`config.mk`:
```
export PLATFORM = sky130hd
export DESIGN_NAME = vga_timing
export DESIGN_NICKNAME = d
export VERILOG_FILES = /design/src/rtl/vga_timing.sv
export SDC_FILE = /design/constraint.sdc
export NUM_CORES = 1
export LEC_CHECK = 0
export ABC_CLOCK_PERIOD_IN_PS = 4850
export BUFFER_PORTS_ARGS = -buffer_cell sky130_fd_sc_hd__clkbuf_2
export CAP_MARGIN = 15
export CORE_ASPECT_RATIO = 1.5
export CORE_MARGIN = 2
export CORE_UTILIZATION = 50
export DETAILED_ROUTE_END_ITERATION = 7
export GPL_TIMING_DRIVEN = 0
export PLACE_DENSITY = 0.88
export SYNTH_ARGS = -nofsm -noshare
export SYNTH_HDL_FRONTEND = slang
export SYNTH_SLANG_ARGS = --single-unit
```
`constraint.sdc`:
```
create_clock -name clk -period 4.85 [get_ports clk]
set_input_delay 0.97 -clock clk [delete_from_list [all_inputs] [get_ports clk]]
set_output_delay 0.97 -clock clk [all_outputs]
set_load 0.02 [all_outputs]
```
`src/rtl/vga_timing.sv`:
```
// 640x480@60 VGA raster generator: pixel-rate enable, hc/vc counters and
// pixel-aligned registered RGB, syncs, active flag and frame-start pulse.
module vga_timing #(
    parameter int unsigned CLK_DIV  = 2,
    parameter int unsigned H_ACTIVE = 640,
    parameter int unsigned H_FP     = 16,
    parameter int unsigned H_SYNC   = 96,
    parameter int unsigned H_BP     = 48,
    parameter int unsigned V_ACTIVE = 480,
    parameter int unsigned V_FP     = 10,
    parameter int unsigned V_SYNC   = 2,
    parameter int unsigned V_BP     = 33
) (
    input  logic       clk,
    input  logic       rst_n,
    output logic [9:0] hc,
    output logic [9:0] vc,
    input  logic [2:0] red_in,
    input  logic [2:0] green_in,
    input  logic [1:0] blue_in,
    output logic       pix_en,
    output logic [2:0] vga_r,
    output logic [2:0] vga_g,
    output logic [1:0] vga_b,
    output logic       hsync,
    output logic       vsync,
    output logic       active,
    output logic       frame_start
);

    localparam int unsigned H_TOTAL  = H_ACTIVE + H_FP + H_SYNC + H_BP;
    localparam int unsigned V_TOTAL  = V_ACTIVE + V_FP + V_SYNC + V_BP;
    localparam int unsigned HS_START = H_ACTIVE + H_FP;
    localparam int unsigned HS_END   = HS_START + H_SYNC;
    localparam int unsigned VS_START = V_ACTIVE + V_FP;
    localparam int unsigned VS_END   = VS_START + V_SYNC;
    localparam int unsigned DIV_W    = (CLK_DIV > 1) ? $clog2(CLK_DIV) : 1;

    logic [DIV_W-1:0] div_q, div_d;
    logic [9:0]       hc_q, hc_d, vc_q, vc_d;
    logic [2:0]       r_q, r_d, g_q, g_d;
    logic [1:0]       b_q, b_d;
    logic             hs_q, hs_d, vs_q, vs_d;
    logic             act_q, act_d, fs_q, fs_d;
    logic             vis;

    // With CLK_DIV=1 the divider is pinned at 0, so pix_en stays high.
    assign pix_en = (div_q == DIV_W'(CLK_DIV - 1));
    assign vis    = (hc_q < 10'(H_ACTIVE)) && (vc_q < 10'(V_ACTIVE));

    // Next-state: divider, raster counters and pin registers.
    always_comb begin
        div_d = div_q;
        hc_d  = hc_q;
        vc_d  = vc_q;
        r_d   = r_q;
        g_d   = g_q;
        b_d   = b_q;
        hs_d  = hs_q;
        vs_d  = vs_q;
        act_d = act_q;
        fs_d  = 1'b0;

        div_d = pix_en ? '0 : div_q + DIV_W'(1);

        if (pix_en) begin
            if (hc_q == 10'(H_TOTAL - 1)) begin
                hc_d = '0;
                vc_d = (vc_q == 10'(V_TOTAL - 1)) ? '0 : vc_q + 10'd1;
            end else begin
                hc_d = hc_q + 10'd1;
            end

            // Pins sample the pre-edge position: one pixel of latency for all.
            r_d   = vis ? red_in   : 3'd0;
            g_d   = vis ? green_in : 3'd0;
            b_d   = vis ? blue_in  : 2'd0;
            act_d = vis;
            hs_d  = !((hc_q >= 10'(HS_START)) && (hc_q < 10'(HS_END)));
            vs_d  = !((vc_q >= 10'(VS_START)) && (vc_q < 10'(VS_END)));
            fs_d  = (hc_q == 10'd0) && (vc_q == 10'd0);
        end
    end

    always_ff @(posedge clk or negedge rst_n) begin
        if (!rst_n) begin
            div_q <= '0;
            hc_q  <= '0;
            vc_q  <= '0;
            r_q   <= '0;
            g_q   <= '0;
            b_q   <= '0;
            hs_q  <= 1'b1;
            vs_q  <= 1'b1;
            act_q <= 1'b0;
            fs_q  <= 1'b0;
        end else begin
            div_q <= div_d;
            hc_q  <= hc_d;
            vc_q  <= vc_d;
            r_q   <= r_d;
            g_q   <= g_d;
            b_q   <= b_d;
            hs_q  <= hs_d;
            vs_q  <= vs_d;
            act_q <= act_d;
            fs_q  <= fs_d;
        end
    end

    assign hc          = hc_q;
    assign vc          = vc_q;
    assign vga_r       = r_q;
    assign vga_g       = g_q;
    assign vga_b       = b_q;
    assign hsync       = hs_q;
    assign vsync       = vs_q;
    assign active      = act_q;
    assign frame_start = fs_q;

endmodule
```
==> impl_metrics.env, run 1 <==
export IMPL_fmaxAchievable_mhz=477
export IMPL_clock_sinks=33
export IMPL_synthesis_nets=160
export IMPL_die_area_sq_um=3590
export IMPL_ctsLongestPathBuffers=2
export IMPL_synthCells=146
export IMPL_via_per_inst=5.52
export IMPL_yosys_warnings=0
export IMPL_seq_area_frac_synth_pct=53.1
export IMPL_dieWidth_microns=49.6
export IMPL_numPortBuffers=42
export IMPL_p_per_area_nw_per_um2=272
export IMPL_outcome="finished, final reports clean"
export IMPL_final_hold_violation_count=0
export IMPL_multiInputGateArea_sq_um=658
export IMPL_postCtsHoldBufs=0
export IMPL_grt_use_total_pct=19.9
export IMPL_cts_tree="built"
export IMPL_tns_ns=0
export IMPL_cts_root_buf="clkbuf_8"
export IMPL_critPathMaxFanout=8
export IMPL_clkTransAtPathRegs_ns=0.07
export IMPL_grt_pass1_wl_mm=5.35
export IMPL_drt_iter0_markers=15
export IMPL_dr_total_vias=1298
export IMPL_diodes=0
export IMPL_max_stage_delay_ns=0.72
export IMPL_die_h_microns=72.4
export IMPL_maxSlewHeadroom_pct=38.4
export IMPL_grt_max_degree=34
export IMPL_crit_chain="or3_4 -> nor4_1 -> nand3_1 -> mux2i_1"
export IMPL_layout_common_cells="clkbuf_2, dfrtp_1, inv_1, nand3_1"
export IMPL_maxCapViolations=0
export IMPL_fillers=268
export IMPL_worstMarginPinSlew_ns=0.916
export IMPL_path_delay_family="simple AND/OR/NAND/NOR gates"
export IMPL_syn_avg_cell_area_sq_um=10.7
export IMPL_crit_type="register to register"
export IMPL_place_area_sq_um=1820
export IMPL_io_pins=43
export IMPL_ir_worst_vdd_mv=0.229
export IMPL_drive_above_1_share_pct=31.1
export IMPL_hpwlAfterDp_mm=2.36
export IMPL_firstDrtPassIters=4
export IMPL_slew_viol_final=0
export IMPL_finClkSkew_ns=0.00627
export IMPL_syn_area_sq_um=1560
export IMPL_detail_route_antenna_nets=0
export IMPL_ff_latch_area_sq_um=828
export IMPL_worst_setup_path_end_kind="register"
export IMPL_h_tree_depth=2
export IMPL_initial_core_util_pct=53.0
export IMPL_fin_crit_ns=2.10
export IMPL_drc=0
export IMPL_yosys_cell_types_count=36
export IMPL_routed_wirelength_mm=3.20
export IMPL_cp_slowest_cell="nor4_1"
export IMPL_ys_seq_elements=33
export IMPL_worst_setup_path_start_kind="register"
export IMPL_critical_path_required_ns=5.03
export IMPL_cts_buffers=5
export IMPL_wire_per_inst_microns=13.6
export IMPL_leakage_uw=0.000934
export IMPL_grt_overflow=0
export IMPL_cp_arrival_ns=2.27
export IMPL_place_gp_congestion=0.842
export IMPL_fp_row_count=24
export IMPL_final_area_sq_um=1920
export IMPL_grt_pass1_vias=1271
export IMPL_path_buf_inv=0
export IMPL_period_share_pct=43.2
export IMPL_rsz0062_at_grt="false"
export IMPL_antenna_found_initial=0
export IMPL_clock_latency_ns=0.29
export IMPL_final_common_cell="clkbuf_2"
export IMPL_nets=209
export IMPL_post_route_util_pct=65.2
export IMPL_post_cts_resized=0
export IMPL_finalSetupViolCount=0
export IMPL_hold_path_class="register to register"
export IMPL_post_cts_buffers=0
export IMPL_core_sq_um=2940
export IMPL_synthToLayoutAreaGrowth_pct=23.1
## per-layer routing
metal  vias to the layer above  share of wire [%]  track usage, %  wire length (microns)
li1                        622                  -               -                      -
met4                         0                3.4            13.3                    110
met3                        11                5.0            5.97                    161
met5                         -                  0               0                      0
met1                       630                 41            22.6                   1320
met2                        35                 50            32.0                   1610
## cell usage after synthesis
library cell / n / area [sq um]
a21o_1: 1 / 7.51
a21oi_1: 4 / 20.0
a22o_1: 9 / 78.8
a31oi_1: 1 / 6.26
and2_1: 1 / 6.26
and3_1: 4 / 25.0
and4_1: 1 / 8.76
buf_6: 2 / 22.5
clkbuf_1: 2 / 7.51
clkbuf_2: 1 / 5.00
dfrtp_1: 31 / 776
dfstp_2: 2 / 52.6
ha_1: 4 / 50.1
inv_1: 10 / 37.5
mux2_2: 1 / 11.3
mux2i_1: 1 / 10.0
nand2_1: 9 / 33.8
nand3_1: 10 / 50.1
nand4_1: 6 / 37.5
nand4b_1: 1 / 8.76
nor2_1: 8 / 30.0
nor2b_1: 1 / 6.26
nor3_1: 3 / 15.0
nor3_2: 2 / 20.0
nor4_1: 4 / 25.0
nor4b_1: 1 / 8.76
o211ai_1: 1 / 7.51
o21ai_0: 7 / 35.0
o31a_1: 1 / 8.76
o31ai_1: 1 / 7.51
or2_2: 1 / 6.26
or3_4: 1 / 11.3
or4_1: 2 / 15.0
or4_4: 1 / 11.3
xnor2_1: 3 / 26.3
xor2_1: 8 / 70.1
## kinds of logic (layout without fill, tap and decap cells)
group,Yosys count,after routing,share of synthesized area (%)
flip-flops,33,33,53.1
AND/OR/NAND/NOR,56,56,20.5
XOR/XNOR,11,11,6.18
AO/OA/AOI/OAI,25,25,11.0
adder cells (fa/ha/maj),4,4,3.21
buffers and inverters,15,65,4.65
multiplexers,2,2,1.36
## path summary, 6_finish.rpt
| kind | cells after the start | to | slack (ns) | startpoint |
|---|---|---|---|---|
| setup / recovery | 4 | vc[4] | 2.75 | hc[7] |
| hold / removal | 1 | active | 0.49 | active |
| setup reg to reg | 4 | vc[4] | 2.75 | hc[7] |
| hold reg to reg | 1 | active | 0.49 | active |
| max in group asynchronous | 1 | hc[6] | 3.61 | rst_n |
| min in group asynchronous | 1 | vc[7] | 0.75 | rst_n |
## through the flow
stage	hold WS (ns)	total power, uW	setup WS (ns)	std cells
2_1_floorplan	0.516	293	2.77	146
6_report	0.486	522	2.75	235
5_1_grt	0.523	544	2.65	235
3_5_place_dp	0.475	306	2.76	227
3_3_place_gp	0.470	305	2.79	227
4_1_cts	0.491	530	2.76	235
## final cells by class
cell class | count | area share (%)
sequential | 33 | 43.2
clock inverter | 1 | 0.261
timing repair buffer | 42 | 11.0
tap | 39 | 2.54
inverter | 10 | 1.96
buffer | 5 | 1.83
clock buffer | 7 | 5.02
multi-input combinational | 98 | 34.3
## registers in the layout, summed over array words and instances, names as in the netlist
register / count
vc: 10
pix_en: 1
active: 1
vsync: 1
frame_start: 1
vga_r: 3
vga_g: 3
hc: 10
hsync: 1
vga_b: 2
## power breakdown
group	total, uW	switching [uW]	internal (uW)
Sequential	281	1.83	279
Clock	222	94.4	128
Combinational	19.3	12.2	7.07
Total	522	108	414
Note: power is estimated with default switching activity, not from simulation.
==> inputs of run 2 (changes only) <==
Settings changed: ABC_AREA set to 1, ABC_CLOCK_PERIOD_IN_PS 4850 to 1900, CORE_UTILIZATION 50 to 47, PLACE_DENSITY 0.88 to 0.86.
Clock period 4.85 ns to 1.9 ns, I/O delays scaled along.
==> run 2 against run 1 <==
Against the previous run: sequential share of layout area is 3.8 points lower; count of clock-buffer cells in the layout stayed put; sequential cell count stayed put; critical path type unchanged; clock power grew to 3.1 times the previous value; routed wire length is 26% higher; worst hold slack worse by 0.32 ns; highest routed layer unchanged; non-clock buffer count is 1 lower; via count is 23% higher; worst setup slack worse by 2.5 ns.
==> impl_metrics.env, run 2 <==
export IMPL_outcome="finished, final reports clean"
export IMPL_post_cts_buffers=0
export IMPL_die_h_microns=78.2
export IMPL_synth_ff_type="dfrtp_1"
export IMPL_io_pins=43
export IMPL_cp_arrival_ns=1.78
export IMPL_yosys_cell_types_count=23
export IMPL_syn_area_sq_um=1720
export IMPL_hold_path_class="input port to asynchronous set/reset pin"
export IMPL_power_total_uw=1450
export IMPL_final_area_sq_um=2100
export IMPL_detail_route_antenna_nets=0
export IMPL_antenna_found_initial=0
export IMPL_grt_pass1_vias=1596
export IMPL_dieWidth_microns=53.4
export IMPL_diodes=0
export IMPL_p_int_uw=1150
export IMPL_clock_latency_ns=0.29
export IMPL_grt_pass1_wl_mm=6.79
export IMPL_crit_start="vc[0]"
export IMPL_synth_most_common_cell="nand2_1"
export IMPL_grt_max_degree=34
export IMPL_ir_worst_vdd_mv=0.451
export IMPL_synth_commonest_cells="nand2_1, dfrtp_1, inv_1, nor2_1, nand3_1"
export IMPL_synth_edf_count=0
export IMPL_synthCells=218
export IMPL_final_hold_violation_count=0
export IMPL_clock_sinks=33
export IMPL_netSwitchingFraction_pct=20.7
export IMPL_grt_overflow=0
export IMPL_dpl_cell_count=302
export IMPL_post_cts_resized=0
export IMPL_synth_xor_area_share_pct=2.54
export IMPL_fin_crit_ns=1.61
export IMPL_h_tree_depth=2
export IMPL_slew_viol_final=0
export IMPL_worst_r2r_path_depth=7
export IMPL_power_frac_comb_pct=3.4
export IMPL_finalSetupViolCount=0
export IMPL_synthesis_nets=232
export IMPL_firstDrtPassIters=4
export IMPL_muxShareOfSynthArea_pct=0
export IMPL_maxSlewHeadroom_pct=45.5
export IMPL_synthToLayoutAreaGrowth_pct=22.0
export IMPL_drc=0
export IMPL_crit_type="register to register"
export IMPL_finClkSkew_ns=0.00522
export IMPL_worstMarginPinSlew_ns=0.818
export IMPL_ys_top_cells_by_area="dfrtp_1, nand2_1, inv_1"
export IMPL_critPathCapture="vc[1]"
export IMPL_worst_setup_path_start_kind="register"
export IMPL_drt_iter0_markers=75
export IMPL_synthSimpleGateAreaFrac_pct=33.0
export IMPL_routed_wirelength_mm=4.03
export IMPL_critical_path_required_ns=2.07
export IMPL_seq_area_frac_synth_pct=48.1
export IMPL_initial_core_util_pct=50.0
export IMPL_synth_async_reset_ratio_pct=100
export IMPL_synth_top_cell_by_area="dfrtp_1"
export IMPL_cts_root_buf="clkbuf_8"
export IMPL_rsz0062_at_grt="false"
export IMPL_dr_total_vias=1592
export IMPL_switchingPower_uw=300
export IMPL_layout_cells_non_filler=310
export IMPL_ys_seq_elements=33
export IMPL_p_per_area_nw_per_um2=692
export IMPL_grt_use_total_pct=21.8
export IMPL_syn_avg_cell_area_sq_um=7.90
export IMPL_postCtsHoldBufs=0
export IMPL_synth_compound_area_share_pct=5.66
export IMPL_synth_top_area_share_pct=45.0
export IMPL_period_share_pct=84.9
export IMPL_critPathMaxFanout=7
export IMPL_tns_ns=0
export IMPL_fp_row_count=26
export IMPL_wire_per_inst_microns=13.0
export IMPL_post_place_ws_ns=0.316
export IMPL_hpwlAfterDp_mm=2.95
export IMPL_r2r_end="vc[1]"
export IMPL_maxCapViolations=0
export IMPL_reg2reg_from="vc[0]"
export IMPL_worst_setup_path_end_kind="register"
export IMPL_place_gp_congestion=0.808
export IMPL_power_frac_clock_pct=47.4
export IMPL_nets=281
export IMPL_leakage_uw=0.00112
export IMPL_yosys_warnings=0
export IMPL_cts_tree="built"
export IMPL_core_sq_um=3450
export IMPL_layout_common_cells="nand2_1, clkbuf_2, dfrtp_1"
export IMPL_pwr_share_seq_pct=49.2
export IMPL_cts_buffers=5
export IMPL_clkTransAtPathRegs_ns=0.07
export IMPL_final_common_cell="nand2_1"
export IMPL_drive_above_1_share_pct=23.9
export IMPL_via_per_inst=5.14
export IMPL_place_area_sq_um=1990
export IMPL_synth_top_family_by_area="simple AND/OR/NAND/NOR gates"
export IMPL_reg2reg_slack_ns=0.29
export IMPL_synth_adder_area_share_pct=2.90
export IMPL_numPortBuffers=42
export IMPL_fmaxAchievable_mhz=620
export IMPL_ctsLongestPathBuffers=2
export IMPL_die_area_sq_um=4180
export IMPL_fin_ws_ns=0.287
-- run 2: worst min-delay path by stage --
stage          slack (ns)     start       end
2_1_floorplan        0.08     rst_n    active
3_3_place_gp         0.46  vga_b[0]  vga_b[0]
3_5_place_dp         0.46  vga_r[0]  vga_r[0]
4_1_cts              0.21     rst_n     hc[3]
5_1_grt              0.25     rst_n  vga_g[0]
6_report             0.17     rst_n     hc[4]
-- run 2: logic make-up (layout without fill, tap and decap cells) --
| logic type | after synthesis | after routing |
|---|---|---|
| AND/OR/NAND/NOR | 125 | 125 |
| buffers and inverters | 34 | 84 |
| flip-flops | 33 | 33 |
| AO/OA/AOI/OAI | 17 | 17 |
| XOR/XNOR | 5 | 5 |
| adder cells (fa/ha/maj) | 4 | 4 |
-- run 2: area by class of cell --
| cell class | instances | area (sq um) |
|---|---|---|
| fillers | 327 | 1350 |
| flip-flops and latches | 33 | 828 |
| multi-input cells | 151 | 761 |
| repair buffers | 42 | 210 |
| inverters | 30 | 115 |
| clock buffers | 7 | 86.3 |
| well taps | 42 | 52.6 |
| clock inverters | 1 | 30.0 |
| plain buffers | 4 | 18.8 |
-- run 2: power groups by stage --
| stage | combinational, uW | clock, uW | sequential [uW] |
|---|---|---|---|
| detailed placement | 51.0 | 0 | 729 |
| global placement | 50.0 | 0 | 729 |
| finish | 49.3 | 689 | 716 |
| global route | 55.1 | 735 | 717 |
| floorplan | 6.39 | 0 | 740 |
| CTS | 51.1 | 696 | 716 |
-- run 2: routing by layer --
| layer | wire (microns) | part of all wire (%) | GRT usage [%] | up-vias |
|---|---|---|---|---|
| met4 | 96 | 2.4 | 10.3 | 0 |
| met1 | 1560 | 39 | 23.7 | 757 |
| li1 | - | - | - | 788 |
| met3 | 142 | 3.5 | 3.42 | 10 |
| met2 | 2220 | 55 | 39.3 | 37 |
| met5 | 0 | 0 | 0 | - |
-- run 2: worst max-delay path, stage by stage, from the launching register on --
cell and delay, ns:
dfrtp_1 0.46, inv_1 0.12, ha_1 0.19, inv_1 0.05, nor2_1 0.10, nand4_1 0.27
nand3_1 0.19, o21ai_0 0.10
-- run 2: stage by stage --
stage	utilization (%)	hold slack [ns]
floorplan	-	0.0844
CTS	61.0	0.209
detailed placement	57.6	0.464
finish	61.0	0.167
global placement	57.6	0.462
global route	61.0	0.247
==> inputs of run 3 (changes only) <==
Settings changed: ABC_CLOCK_PERIOD_IN_PS 1900 to 1560, CORE_UTILIZATION 47 to 50, PLACE_DENSITY 0.86 to 0.87.
Clock period 1.9 ns to 1.56 ns, I/O delays scaled along.
==> run 3 against run 2 <==
Against the previous run: clock skew is 0.00091 ns lower; first-iteration DRC count fell by 8.0%; utilization increased by 5.7 points; sequential share of layout area fell by 2.2 points; sequential cell count stayed put; register-to-register slack worse by 0.20 ns; critical path depth unchanged; via count is 5.8% higher; maximum frequency grew 9.6%; highest routed layer unchanged; die area fell by 5.6%; combinational power increased by 22%; routed wire length increased by 5.8%.
==> impl_metrics.env, run 3 (synthesized netlist as in run 2, its figures left out) <==
export IMPL_numPortBuffers=42
export IMPL_nets=293
export IMPL_cp_slowest_cell="dfrtp_1"
export IMPL_leakage_uw=0.00120
export IMPL_fin_crit_ns=1.47
export IMPL_dr_total_vias=1685
export IMPL_crit_chain="inv_1 -> nand2_1 -> nor2_4 -> nand4_1 -> buf_4 -> nand2_1 -> nor2_1"
export IMPL_drc=0
export IMPL_clkTransAtPathRegs_ns=0.07
export IMPL_hpwlAfterDp_mm=3.00
export IMPL_synthToLayoutAreaGrowth_pct=29.6
export IMPL_power_total_uw=1780
export IMPL_hold_path_class="input port to asynchronous set/reset pin"
export IMPL_p_per_area_nw_per_um2=797
export IMPL_maxSlewHeadroom_pct=43.7
export IMPL_grt_pass1_vias=1600
export IMPL_fmaxAchievable_mhz=680
export IMPL_finalSetupViolCount=0
export IMPL_worst_setup_path_end_kind="register"
export IMPL_final_hold_violation_count=0
export IMPL_antenna_found_initial=0
export IMPL_slew_viol_final=0
export IMPL_die_area_sq_um=3940
export IMPL_drive_above_1_share_pct=30.4
export IMPL_grt_overflow=0
export IMPL_cp_arrival_ns=1.65
export IMPL_cts_buffers=5
export IMPL_core_sq_um=3350
export IMPL_diodes=0
export IMPL_outcome="finished, final reports clean"
export IMPL_wire_per_inst_microns=13.2
export IMPL_place_gp_congestion=0.826
export IMPL_worstMarginPinSlew_ns=0.844
export IMPL_crit_type="register to register"
export IMPL_fp_row_count=26
export IMPL_tns_ns=0
export IMPL_worst_setup_path_start_kind="register"
export IMPL_clock_latency_ns=0.29
export IMPL_crit_top_cell="nand2_1"
export IMPL_via_per_inst=5.23
export IMPL_firstDrtPassIters=5
export IMPL_period_share_pct=94.3
export IMPL_critPathMaxFanout=6
export IMPL_io_pins=43
export IMPL_maxCapViolations=0
export IMPL_dieWidth_microns=51.9
export IMPL_detail_route_antenna_nets=0
export IMPL_routed_wirelength_mm=4.26
export IMPL_finClkSkew_ns=0.00431
export IMPL_grt_pass1_wl_mm=6.76
export IMPL_grt_use_total_pct=23.4
export IMPL_final_common_cell="nand2_1"
export IMPL_clock_sinks=33
export IMPL_cts_tree="built"
export IMPL_critical_path_required_ns=1.74
export IMPL_path_buf_inv=2
export IMPL_grt_max_degree=34
export IMPL_initial_core_util_pct=51.4
export IMPL_max_stage_delay_ns=0.43
export IMPL_ctsLongestPathBuffers=2
export IMPL_ir_worst_vdd_mv=0.564
export IMPL_h_tree_depth=2
export IMPL_layout_common_cells="nand2_1, clkbuf_2, dfrtp_1"
export IMPL_cts_root_buf="clkbuf_8"
export IMPL_die_h_microns=75.9
export IMPL_path_delay_family="simple AND/OR/NAND/NOR gates"
export IMPL_drt_iter0_markers=69
==> run 3: report_power, final <==
group | switching [uW] | leakage (uW) | total (uW) | internal [uW]
Clock | 328 | 0.0000574 | 847 | 519
Combinational | 41.6 | 0.000727 | 60.2 | 18.6
Sequential | 5.55 | 0.000413 | 872 | 866
Total | 375 | 0.00120 | 1780 | 1400
==> run 3: worst register-to-register path, delay by kind of cell, from the launching register on <==
family / cells / cell delay (ns)
buffers and inverters: 2 / 0.34
AND/OR/NAND/NOR: 5 / 0.59
flip-flops: 1 / 0.43
==> run 3: final cells by class <==
class | count | area, sq um
buffer | 4 | 18.8
clock buffer | 6 | 82.6
clock inverter | 2 | 37.5
fill | 286 | 1120
inverter | 30 | 115
multi-input combinational | 151 | 795
sequential | 33 | 831
tap | 42 | 52.6
timing repair buffer | 54 | 300
==> run 3: timing repair <==
item                                    CTS  global route
endpoints found under the hold margin     0             0
resized for setup                         0            13
hold buffers                              0             0
endpoints found under the setup margin    0            11
setup buffers                             0            12
==> run 3: final timing paths <==
| kind | startpoint | to | slack, ns | depth (start not counted) |
|---|---|---|---|---|
| worst max-delay path | hc[7] | hc[9] | 0.09 | 7 |
| worst min-delay path | rst_n | hc[3] | 0.11 | 1 |
| worst max register to register | hc[7] | hc[9] | 0.09 | 7 |
| worst min register to register | vga_b[1] | vga_b[1] | 0.48 | 2 |
| max in group asynchronous | rst_n | vc[1] | 0.86 | 1 |
| min in group clk | green_in[0] | vga_g[0] | 0.21 | 3 |
==> run 3: metal layers <==
layer / wire (microns) / GRT usage [%] / share of wire, % / up-vias
met5: 0 / 0 / 0 / -
met4: 119 / 13.5 / 2.8 / 0
met3: 216 / 4.71 / 5.1 / 10
met2: 2340 / 43.2 / 55 / 61
met1: 1580 / 24.0 / 37 / 797
li1: - / - / - / 817
==> run 3: through the flow <==
| stage | util, % | setup WS (ns) | hold slack, ns | area, sq um | cells |
|---|---|---|---|---|---|
| final | 66.6 | 0.0885 | 0.112 | 2230 | 322 |
| after global routing | 66.6 | -0.0108 | 0.174 | 2230 | 322 |
| after CTS | 62.8 | 0.0316 | 0.130 | 2110 | 310 |
| after detailed placement | 59.3 | 0.0614 | 0.440 | 1990 | 302 |
| after global placement | 59.3 | 0.0338 | 0.431 | 1990 | 302 |
| after floorplan | - | 0.121 | 0.0164 | 1720 | 218 |
